--- src/rtl/cpu_mem_pkg.sv ---
// Shared definitions for the MEM stage: load/store opcodes, byte-enable constants,
// FSM state encoding and opcode classification helpers.
package cpu_mem_pkg;

    localparam logic [7:0] OP_LB  = 8'h20;
    localparam logic [7:0] OP_LH  = 8'h21;
    localparam logic [7:0] OP_LW  = 8'h23;
    localparam logic [7:0] OP_LBU = 8'h24;
    localparam logic [7:0] OP_LHU = 8'h25;
    localparam logic [7:0] OP_SB  = 8'h28;
    localparam logic [7:0] OP_SH  = 8'h29;
    localparam logic [7:0] OP_SW  = 8'h2B;

    localparam logic [3:0] BE_NONE    = 4'b0000;
    localparam logic [3:0] BE_LO_HALF = 4'b0011;
    localparam logic [3:0] BE_HI_HALF = 4'b1100;
    localparam logic [3:0] BE_WORD    = 4'b1111;

    typedef enum logic {
        ST_IDLE = 1'b0,
        ST_REQ  = 1'b1
    } mem_state_t;

    function automatic logic is_load(input logic [7:0] op);
        return op inside {OP_LB, OP_LH, OP_LW, OP_LBU, OP_LHU};
    endfunction

    function automatic logic is_store(input logic [7:0] op);
        return op inside {OP_SB, OP_SH, OP_SW};
    endfunction

    function automatic logic is_mem(input logic [7:0] op);
        return is_load(op) | is_store(op);
    endfunction

    function automatic logic is_misaligned(input logic [7:0] op, input logic [1:0] a);
        case (op)
            OP_LH, OP_LHU, OP_SH: return a[0];
            OP_LW, OP_SW:         return |a;
            default:              return 1'b0;
        endcase
    endfunction

endpackage

--- src/rtl/mem_access_unit_if.sv ---
// Single-outstanding req/ack data bus between the MEM stage (master) and memory (slave).
interface mem_access_unit_if;
    logic        req;
    logic        we;
    logic [31:0] addr;
    logic [3:0]  be;
    logic [31:0] wdata;
    logic        ack;
    logic [31:0] rdata;

    modport master (output req, we, addr, be, wdata, input ack, rdata);
    modport slave  (input req, we, addr, be, wdata, output ack, rdata);
endinterface

--- src/rtl/mem_access_unit_lane_align.sv ---
// Combinational lane steering: store byte-enables/replicated data, load extract and extend.
module mem_lane_align
    import cpu_mem_pkg::*;
(
    input  logic [7:0]  i_st_op,
    input  logic [1:0]  i_st_lane,
    input  logic [31:0] i_st_data,
    output logic [3:0]  o_be,
    output logic [31:0] o_wdata,
    input  logic [7:0]  i_ld_op,
    input  logic [1:0]  i_ld_lane,
    input  logic [31:0] i_rdata,
    output logic [31:0] o_ldata
);
    logic [7:0]  w_byte;
    logic [15:0] w_half;

    assign w_byte = i_rdata[{i_ld_lane, 3'b000} +: 8];
    assign w_half = i_ld_lane[1] ? i_rdata[31:16] : i_rdata[15:0];

    always_comb begin
        o_be    = BE_NONE;
        o_wdata = i_st_data;
        case (i_st_op)
            OP_SB: begin
                o_be    = 4'b0001 << i_st_lane;
                o_wdata = {4{i_st_data[7:0]}};
            end
            OP_SH: begin
                o_be    = i_st_lane[1] ? BE_HI_HALF : BE_LO_HALF;
                o_wdata = {2{i_st_data[15:0]}};
            end
            OP_SW:   o_be = BE_WORD;
            default: ;
        endcase
    end

    always_comb begin
        o_ldata = i_rdata;
        case (i_ld_op)
            OP_LB:   o_ldata = {{24{w_byte[7]}}, w_byte};
            OP_LBU:  o_ldata = {24'h0, w_byte};
            OP_LH:   o_ldata = {{16{w_half[15]}}, w_half};
            OP_LHU:  o_ldata = {16'h0, w_half};
            default: ;
        endcase
    end
endmodule

--- src/rtl/mem_access_unit.sv ---
// MEM stage: issues loads/stores on a req/ack bus, stalls the pipe until ack, registers writeback.
// Optional MEM_ALIGN_CHECK_EN rejects misaligned half/word accesses with a bus_err_o pulse.
module mem_access_unit
    import cpu_mem_pkg::*;
#(
    parameter int ACK_TIMEOUT = 16
) (
    input  logic                      clk,
    input  logic                      rst_n,
    input  logic                      ex_valid_i,
    input  logic [7:0]                aluop_i,
    input  logic [31:0]               mem_addr_i,
    input  logic [31:0]               reg2_i,
    input  logic [4:0]                wd_i,
    input  logic                      wreg_i,
    input  logic [31:0]               wdata_i,
    input  logic                      flush_i,
    output logic                      stall_o,
    mem_access_unit_if.master         dbus,
    output logic                      wb_valid_o,
    output logic [4:0]                wd_o,
    output logic                      wreg_o,
    output logic [31:0]               wdata_o,
    output logic                      bus_err_o
);
    localparam int CW = (ACK_TIMEOUT > 1) ? $clog2(ACK_TIMEOUT + 1) : 1;

    mem_state_t  r_state, w_state_nxt;
    logic        r_req, r_we, r_wreg, r_flushed, r_done, r_err;
    logic [31:0] r_addr, r_wdata;
    logic [3:0]  r_be;
    logic [7:0]  r_op;
    logic [1:0]  r_lane;
    logic [4:0]  r_wd;
    logic [CW-1:0] r_cnt;
    logic        r_wb_valid, r_wb_wreg;
    logic [4:0]  r_wb_wd;
    logic [31:0] r_wb_wdata;

    logic        w_misalign, w_live, w_accept, w_align_err, w_pass, w_tmo;
    logic [3:0]  w_st_be;
    logic [31:0] w_st_data, w_ld_data;

`ifdef MEM_ALIGN_CHECK_EN
    assign w_misalign = is_misaligned(aluop_i, mem_addr_i[1:0]);
`else
    assign w_misalign = 1'b0;
`endif

    // EX is still holding the just-completed op in the cycle after completion; ignore it.
    assign w_live      = ex_valid_i & ~flush_i & ~r_done;
    assign w_accept    = (r_state == ST_IDLE) & w_live & is_mem(aluop_i) & ~w_misalign;
    assign w_align_err = (r_state == ST_IDLE) & w_live & is_mem(aluop_i) & w_misalign;
    assign w_pass      = (r_state == ST_IDLE) & w_live & ~is_mem(aluop_i);
    assign w_tmo       = (ACK_TIMEOUT != 0) && (r_state == ST_REQ) && !dbus.ack
                         && (r_cnt == CW'(ACK_TIMEOUT - 1));

    mem_lane_align u_align (
        .i_st_op   (aluop_i),
        .i_st_lane (mem_addr_i[1:0]),
        .i_st_data (reg2_i),
        .o_be      (w_st_be),
        .o_wdata   (w_st_data),
        .i_ld_op   (r_op),
        .i_ld_lane (r_lane),
        .i_rdata   (dbus.rdata),
        .o_ldata   (w_ld_data)
    );

    always_comb begin
        w_state_nxt = r_state;
        stall_o     = 1'b0;
        case (r_state)
            ST_IDLE: if (w_accept) begin
                w_state_nxt = ST_REQ;
                stall_o     = 1'b1;
            end
            ST_REQ: begin
                stall_o = 1'b1;
                if (dbus.ack || w_tmo) w_state_nxt = ST_IDLE;
            end
            default: w_state_nxt = ST_IDLE;
        endcase
    end

    always_ff @(posedge clk or negedge rst_n) begin
        if (!rst_n) r_state <= ST_IDLE;
        else        r_state <= w_state_nxt;
    end

    always_ff @(posedge clk or negedge rst_n) begin
        if (!rst_n) begin
            r_req      <= 1'b0;  r_we       <= 1'b0;  r_addr    <= '0;
            r_be       <= '0;    r_wdata    <= '0;    r_op      <= '0;
            r_lane     <= '0;    r_wd       <= '0;    r_wreg    <= 1'b0;
            r_flushed  <= 1'b0;  r_done     <= 1'b0;  r_err     <= 1'b0;
            r_cnt      <= '0;    r_wb_valid <= 1'b0;  r_wb_wd   <= '0;
            r_wb_wreg  <= 1'b0;  r_wb_wdata <= '0;
        end else begin
            r_done     <= (r_state == ST_REQ) && (w_state_nxt == ST_IDLE);
            r_wb_valid <= 1'b0;
            r_err      <= w_align_err;
            if (w_accept) begin
                r_req     <= 1'b1;
                r_we      <= is_store(aluop_i);
                r_addr    <= {mem_addr_i[31:2], 2'b00};
                r_be      <= w_st_be;
                r_wdata   <= w_st_data;
                r_op      <= aluop_i;
                r_lane    <= mem_addr_i[1:0];
                r_wd      <= wd_i;
                r_wreg    <= wreg_i;
                r_flushed <= 1'b0;
                r_cnt     <= '0;
            end
            if (w_pass) begin
                r_wb_valid <= 1'b1;
                r_wb_wd    <= wd_i;
                r_wb_wreg  <= wreg_i;
                r_wb_wdata <= wdata_i;
            end
            if (r_state == ST_REQ) begin
                r_cnt <= r_cnt + CW'(1);
                if (flush_i) r_flushed <= 1'b1;
                // Ack is tested before the timeout so a last-cycle ack still completes normally.
                if (dbus.ack) begin
                    r_req      <= 1'b0;
                    r_wb_valid <= ~(r_flushed | flush_i);
                    r_wb_wd    <= r_wd;
                    r_wb_wreg  <= r_wreg & ~r_we;
                    r_wb_wdata <= w_ld_data;
                end else if (w_tmo) begin
                    r_req <= 1'b0;
                    r_err <= 1'b1;
                end
            end
        end
    end

    assign dbus.req   = r_req;
    assign dbus.we    = r_we;
    assign dbus.addr  = r_addr;
    assign dbus.be    = r_be;
    assign dbus.wdata = r_wdata;
    assign wb_valid_o = r_wb_valid;
    assign wd_o       = r_wb_wd;
    assign wreg_o     = r_wb_wreg;
    assign wdata_o    = r_wb_wdata;
    assign bus_err_o  = r_err;
endmodule
--- src/flat_wrapper.sv ---
// flat-port wrapper written by rule: the top's interface ports become plain ports
module mem_access_unit_flat import cpu_mem_pkg::*;
#(
    parameter int ACK_TIMEOUT = 16
)
  (clk, rst_n, ex_valid_i, aluop_i, mem_addr_i, reg2_i, wd_i, wreg_i, wdata_i, flush_i, stall_o, wb_valid_o, wd_o, wreg_o, wdata_o, bus_err_o, dbus_req, dbus_we, dbus_addr, dbus_be, dbus_wdata, dbus_ack, dbus_rdata);
  mem_access_unit_if dbus_i ();
  input  logic clk;
  input  logic rst_n;
  input  logic ex_valid_i;
  input  logic [7:0] aluop_i;
  input  logic [31:0] mem_addr_i;
  input  logic [31:0] reg2_i;
  input  logic [4:0] wd_i;
  input  logic wreg_i;
  input  logic [31:0] wdata_i;
  input  logic flush_i;
  output logic stall_o;
  output logic wb_valid_o;
  output logic [4:0] wd_o;
  output logic wreg_o;
  output logic [31:0] wdata_o;
  output logic bus_err_o;
  output wire logic [$bits(dbus_i.req)-1:0] dbus_req;
  output wire logic [$bits(dbus_i.we)-1:0] dbus_we;
  output wire logic [$bits(dbus_i.addr)-1:0] dbus_addr;
  output wire logic [$bits(dbus_i.be)-1:0] dbus_be;
  output wire logic [$bits(dbus_i.wdata)-1:0] dbus_wdata;
  input wire logic [$bits(dbus_i.ack)-1:0] dbus_ack;
  input wire logic [$bits(dbus_i.rdata)-1:0] dbus_rdata;
  assign dbus_req = dbus_i.req;
  assign dbus_we = dbus_i.we;
  assign dbus_addr = dbus_i.addr;
  assign dbus_be = dbus_i.be;
  assign dbus_wdata = dbus_i.wdata;
  assign dbus_i.ack = dbus_ack;
  assign dbus_i.rdata = dbus_rdata;
  mem_access_unit #(.ACK_TIMEOUT(ACK_TIMEOUT)) u_core (.clk(clk), .rst_n(rst_n), .ex_valid_i(ex_valid_i), .aluop_i(aluop_i), .mem_addr_i(mem_addr_i), .reg2_i(reg2_i), .wd_i(wd_i), .wreg_i(wreg_i), .wdata_i(wdata_i), .flush_i(flush_i), .stall_o(stall_o), .dbus(dbus_i), .wb_valid_o(wb_valid_o), .wd_o(wd_o), .wreg_o(wreg_o), .wdata_o(wdata_o), .bus_err_o(bus_err_o));
endmodule
--- config.mk ---
export PLATFORM = sky130hd
export DESIGN_NAME = mem_access_unit_flat
export DESIGN_NICKNAME = d
export VERILOG_FILES = /design/src/rtl/cpu_mem_pkg.sv /design/src/rtl/mem_access_unit_if.sv /design/src/rtl/mem_access_unit_lane_align.sv /design/src/rtl/mem_access_unit.sv /design/src/flat_wrapper.sv
export SDC_FILE = /design/constraint.sdc
export NUM_CORES = 1
export LEC_CHECK = 0
export ABC_AREA = 1
export ABC_CLOCK_PERIOD_IN_PS = 4700
export BUFFER_PORTS_ARGS = -buffer_cell sky130_fd_sc_hd__buf_2
export CORE_UTILIZATION = 30
export DETAILED_ROUTE_END_ITERATION = 10
export GPL_ROUTABILITY_DRIVEN = 0
export REMOVE_ABC_BUFFERS = 1
export SYNTH_ARGS = -nofsm -noshare
export SYNTH_HDL_FRONTEND = slang
export SYNTH_SLANG_ARGS = --single-unit
--- constraint.sdc ---
create_clock -name clk -period 4.7 [get_ports clk]
set_input_delay 0.235 -clock clk [delete_from_list [all_inputs] [get_ports clk]]
set_output_delay 0.235 -clock clk [all_outputs]
set_load 0.005 [all_outputs]
==> flow_metrics.tcl <==
set metrics [dict create \
    yosys_warnings 0 \
    final_common_cell "nand2_1" \
    clk_latency_ns 0.43 \
    final_cell_mix "381 x nand2_1, 254 x buf_2, 132 x dfrtp_1" \
    dr.pass1.iters 5 \
    antenna_found_initial 1 \
    slew_violations 0 \
    critical-path-max-stage-delay_ns 0.47 \
    grt_pass1_wl_mm 35.3 \
    hold_end "u_core.dbus.addr[27]" \
    hold_path_depth 3 \
    via_per_inst 4.72 \
    die_area_sq_mm 0.0235 \
    cp_common_cell "nand2_1" \
    dr_total_vias 6993 \
    cts_tree "built" \
    p_per_area_mw_per_mm2 374 \
    worst-r2r-setup-slack_ns 1.94 \
    coreArea_sq_mm 0.0222 \
    dpl_cell_area_sq_mm 0.00831 \
    synth-edff-count 0 \
    numCtsBuffers 17 \
    drive_above_1_share_pct 25.6 \
    critPathLaunchType "register" \
    detail_route.iter0.violations 382 \
    final_antenna_net_count 0 \
    synth_ff_type "dfrtp_1" \
    criticalPathCategory "register to output port" \
    dp_hpwl_mm 15.1 \
    grtUsageTotal_pct 18.9 \
    finClkSkew_ns 0.0115 \
    r2r.worst_path.cells 10 \
    min_path_type "input pin to register" \
    ys_async_sr_fraction_pct 100 \
    slew_headroom_pct 36.3 \
    period_share_pct 60.0 \
    crit_fanout 59 \
    fmax_ghz 0.355 \
    grt_overflow_total 0 \
    nNetsFinal 1338 \
    r2r-end "u_core.wdata_o[11]" \
    grt_pass1_vias 6855 \
    syn_area_sq_mm 0.00687 \
    initial_core_util_pct 31.0 \
    crit_chain "inv_2 > nand2_1 > nor3_4 > buf_4 > nand2_4 > nand2_1 > buf_2" \
    peakVddDrop_mv 0.235 \
    hold_viol 0 \
    cts_resized 0 \
    pin_count 258 \
    fp.dieH_microns 153 \
    cts_max_path_buffers 2 \
    required_ns 4.47 \
    synth_area_per_cell_sq_um 7.27 \
    synthCells 945 \
    path_buf_inv 3 \
    r2r-start "u_core.r_lane[1]" \
    ys_types 34 \
    io_buffers 255 \
    drc 0 \
    fin_ws_ns 1.88 \
    final_area_sq_mm 0.00911 \
    p_leak_nw 5.27 \
    areaGrowthSynthToFinish_pct 32.6 \
    cp.arrival_ns 2.59 \
    num_rows 54 \
    htreeDepth 4 \
    cp_slowest_cell "dfrtp_1" \
    tightest_slew_ns 0.953 \
    rsz0062_at_grt "no" \
    setup_violations 0 \
    cts_setup_buffers 0 \
    grt_max_degree 94 \
    cp-end-kind "output port" \
    pre_cts_ws_ns 1.94 \
    finalCriticalPeriod_ns 2.82 \
    maxCapViolations 0 \
    cp_top_family "simple AND/OR/NAND/NOR gates" \
    fp.dieW_microns 153 \
    clock_sinks 132 \
    yosysSeqAreaShare_pct 48.1 \
    clk_pin_slew_ns 0.06 \
    synth-seq-cells 132 \
    clockRootBuffer "clkbuf_16" \
    outcome "finished, final reports clean" \
    hp-start "mem_addr_i[27]" \
    insertedDiodeCount 0 \
    wl_mm 21.6 \
    routedWlPerCell_microns 14.6 \
]
-- cells in the mapped netlist (all sizes together) (2+ instances only) --
cell type | count | share of area [%]
nand2 | 384 | 21
dfrtp | 132 | 48
inv | 105 | 5.8
nand3 | 74 | 5.4
o21ai | 68 | 5.0
nand4 | 48 | 4.4
buf | 39 | 3.0
nor2 | 27 | 1.6
clkbuf | 19 | 1.1
a21oi | 18 | 1.3
nor3 | 6 | 0.58
o211ai | 4 | 0.51
or2 | 4 | 0.36
a211oi | 3 | 0.33
o22ai | 3 | 0.27
o31ai | 3 | 0.33
ha | 2 | 0.36
-- metal layers --
| layer | vias to the layer above | track usage, % | share of wire (%) |
|---|---|---|---|
| met5 | - | 0 | 0 |
| met3 | 28 | 5.61 | 7.0 |
| met2 | 247 | 30.6 | 46 |
| met4 | 0 | 5.53 | 1.4 |
| met1 | 3226 | 24.3 | 46 |
| li1 | 3492 | - | - |
-- registers in the layout, indices dropped and copies added (netlist names), 2 cells and up --
signal and flops:
u_core.dbus.wdata 32, u_core.wdata_o 32, u_core.dbus.addr 30, u_core.r_op 8
u_core.r_cnt 5, u_core.r_wd 5, u_core.wd_o 5, u_core.dbus.be 4
u_core.r_lane 2
-- tightest hold or removal path, stage by stage --
cell     delay (ns)
buf_2          0.07
nand2_1        0.04
nand2_1        0.05
-- what timing repair did --
action                                  4_1_cts  5_1_grt
endpoints found under the setup margin        0        0
endpoints found under the hold margin       112        0
hold buffers                                 21        0
-- area by class of cell --
type                       instances  area [sq um]
fill                            2315         13100
sequential                       132          3300
multi-input combinational        651          2930
timing repair buffer             282          1540
clock buffer                      17           425
inverter                         105           397
tap                              280           350
clock inverter                    15           169
-- kinds of logic after synthesis --
family / Yosys count / synth area share [%]
adder cells (fa/ha/maj): 2 / 0.364
flip-flops: 132 / 48.1
AO/OA/AOI/OAI: 101 / 8.00
buffers and inverters: 163 / 9.84
AND/OR/NAND/NOR: 545 / 33.5
other: 1 / 0.0546
XOR/XNOR: 1 / 0.128
-- worst max-delay path by stage --
stage                startpoint            endpoint  slack (ns)  cells past startpoint
4_1_cts          u_core.r_state             stall_o        1.87                      7
6_report         u_core.r_state             stall_o        1.88                      7
5_1_grt        u_core.r_lane[1]  u_core.wdata_o[11]        1.53                     10
3_5_place_dp         aluop_i[4]   u_core.dbus.be[1]        1.94                     11
2_1_floorplan    u_core.r_state   u_core.dbus.be[0]       -0.05                      7
3_3_place_gp         aluop_i[4]   u_core.dbus.be[1]        1.96                     11
-- power breakdown --
group	leakage, nW	switching (mW)	internal (mW)	total, mW
logic	3.31	0.341	0.283	0.624
clock network	0.283	0.566	0.794	1.36
registers	1.68	0.109	1.31	1.42
total	5.27	1.02	2.39	3.41
-- per-stage QoR --
step	power [mW]	hold slack (ns)	setup TNS (ns)	std cells	utilization [%]
floorplan	1.73	-0.0606	-0.0937	888	-
global placement	2.05	0.381	0	1429	37.5
detailed placement	2.06	0.382	0	1429	37.5
CTS	3.45	0.000703	0	1482	41.1
global route	3.61	0.00685	0	1482	41.1
finish	3.41	0.0132	0	1482	41.1
No activity file was read; power rests on OpenSTA's default activity.
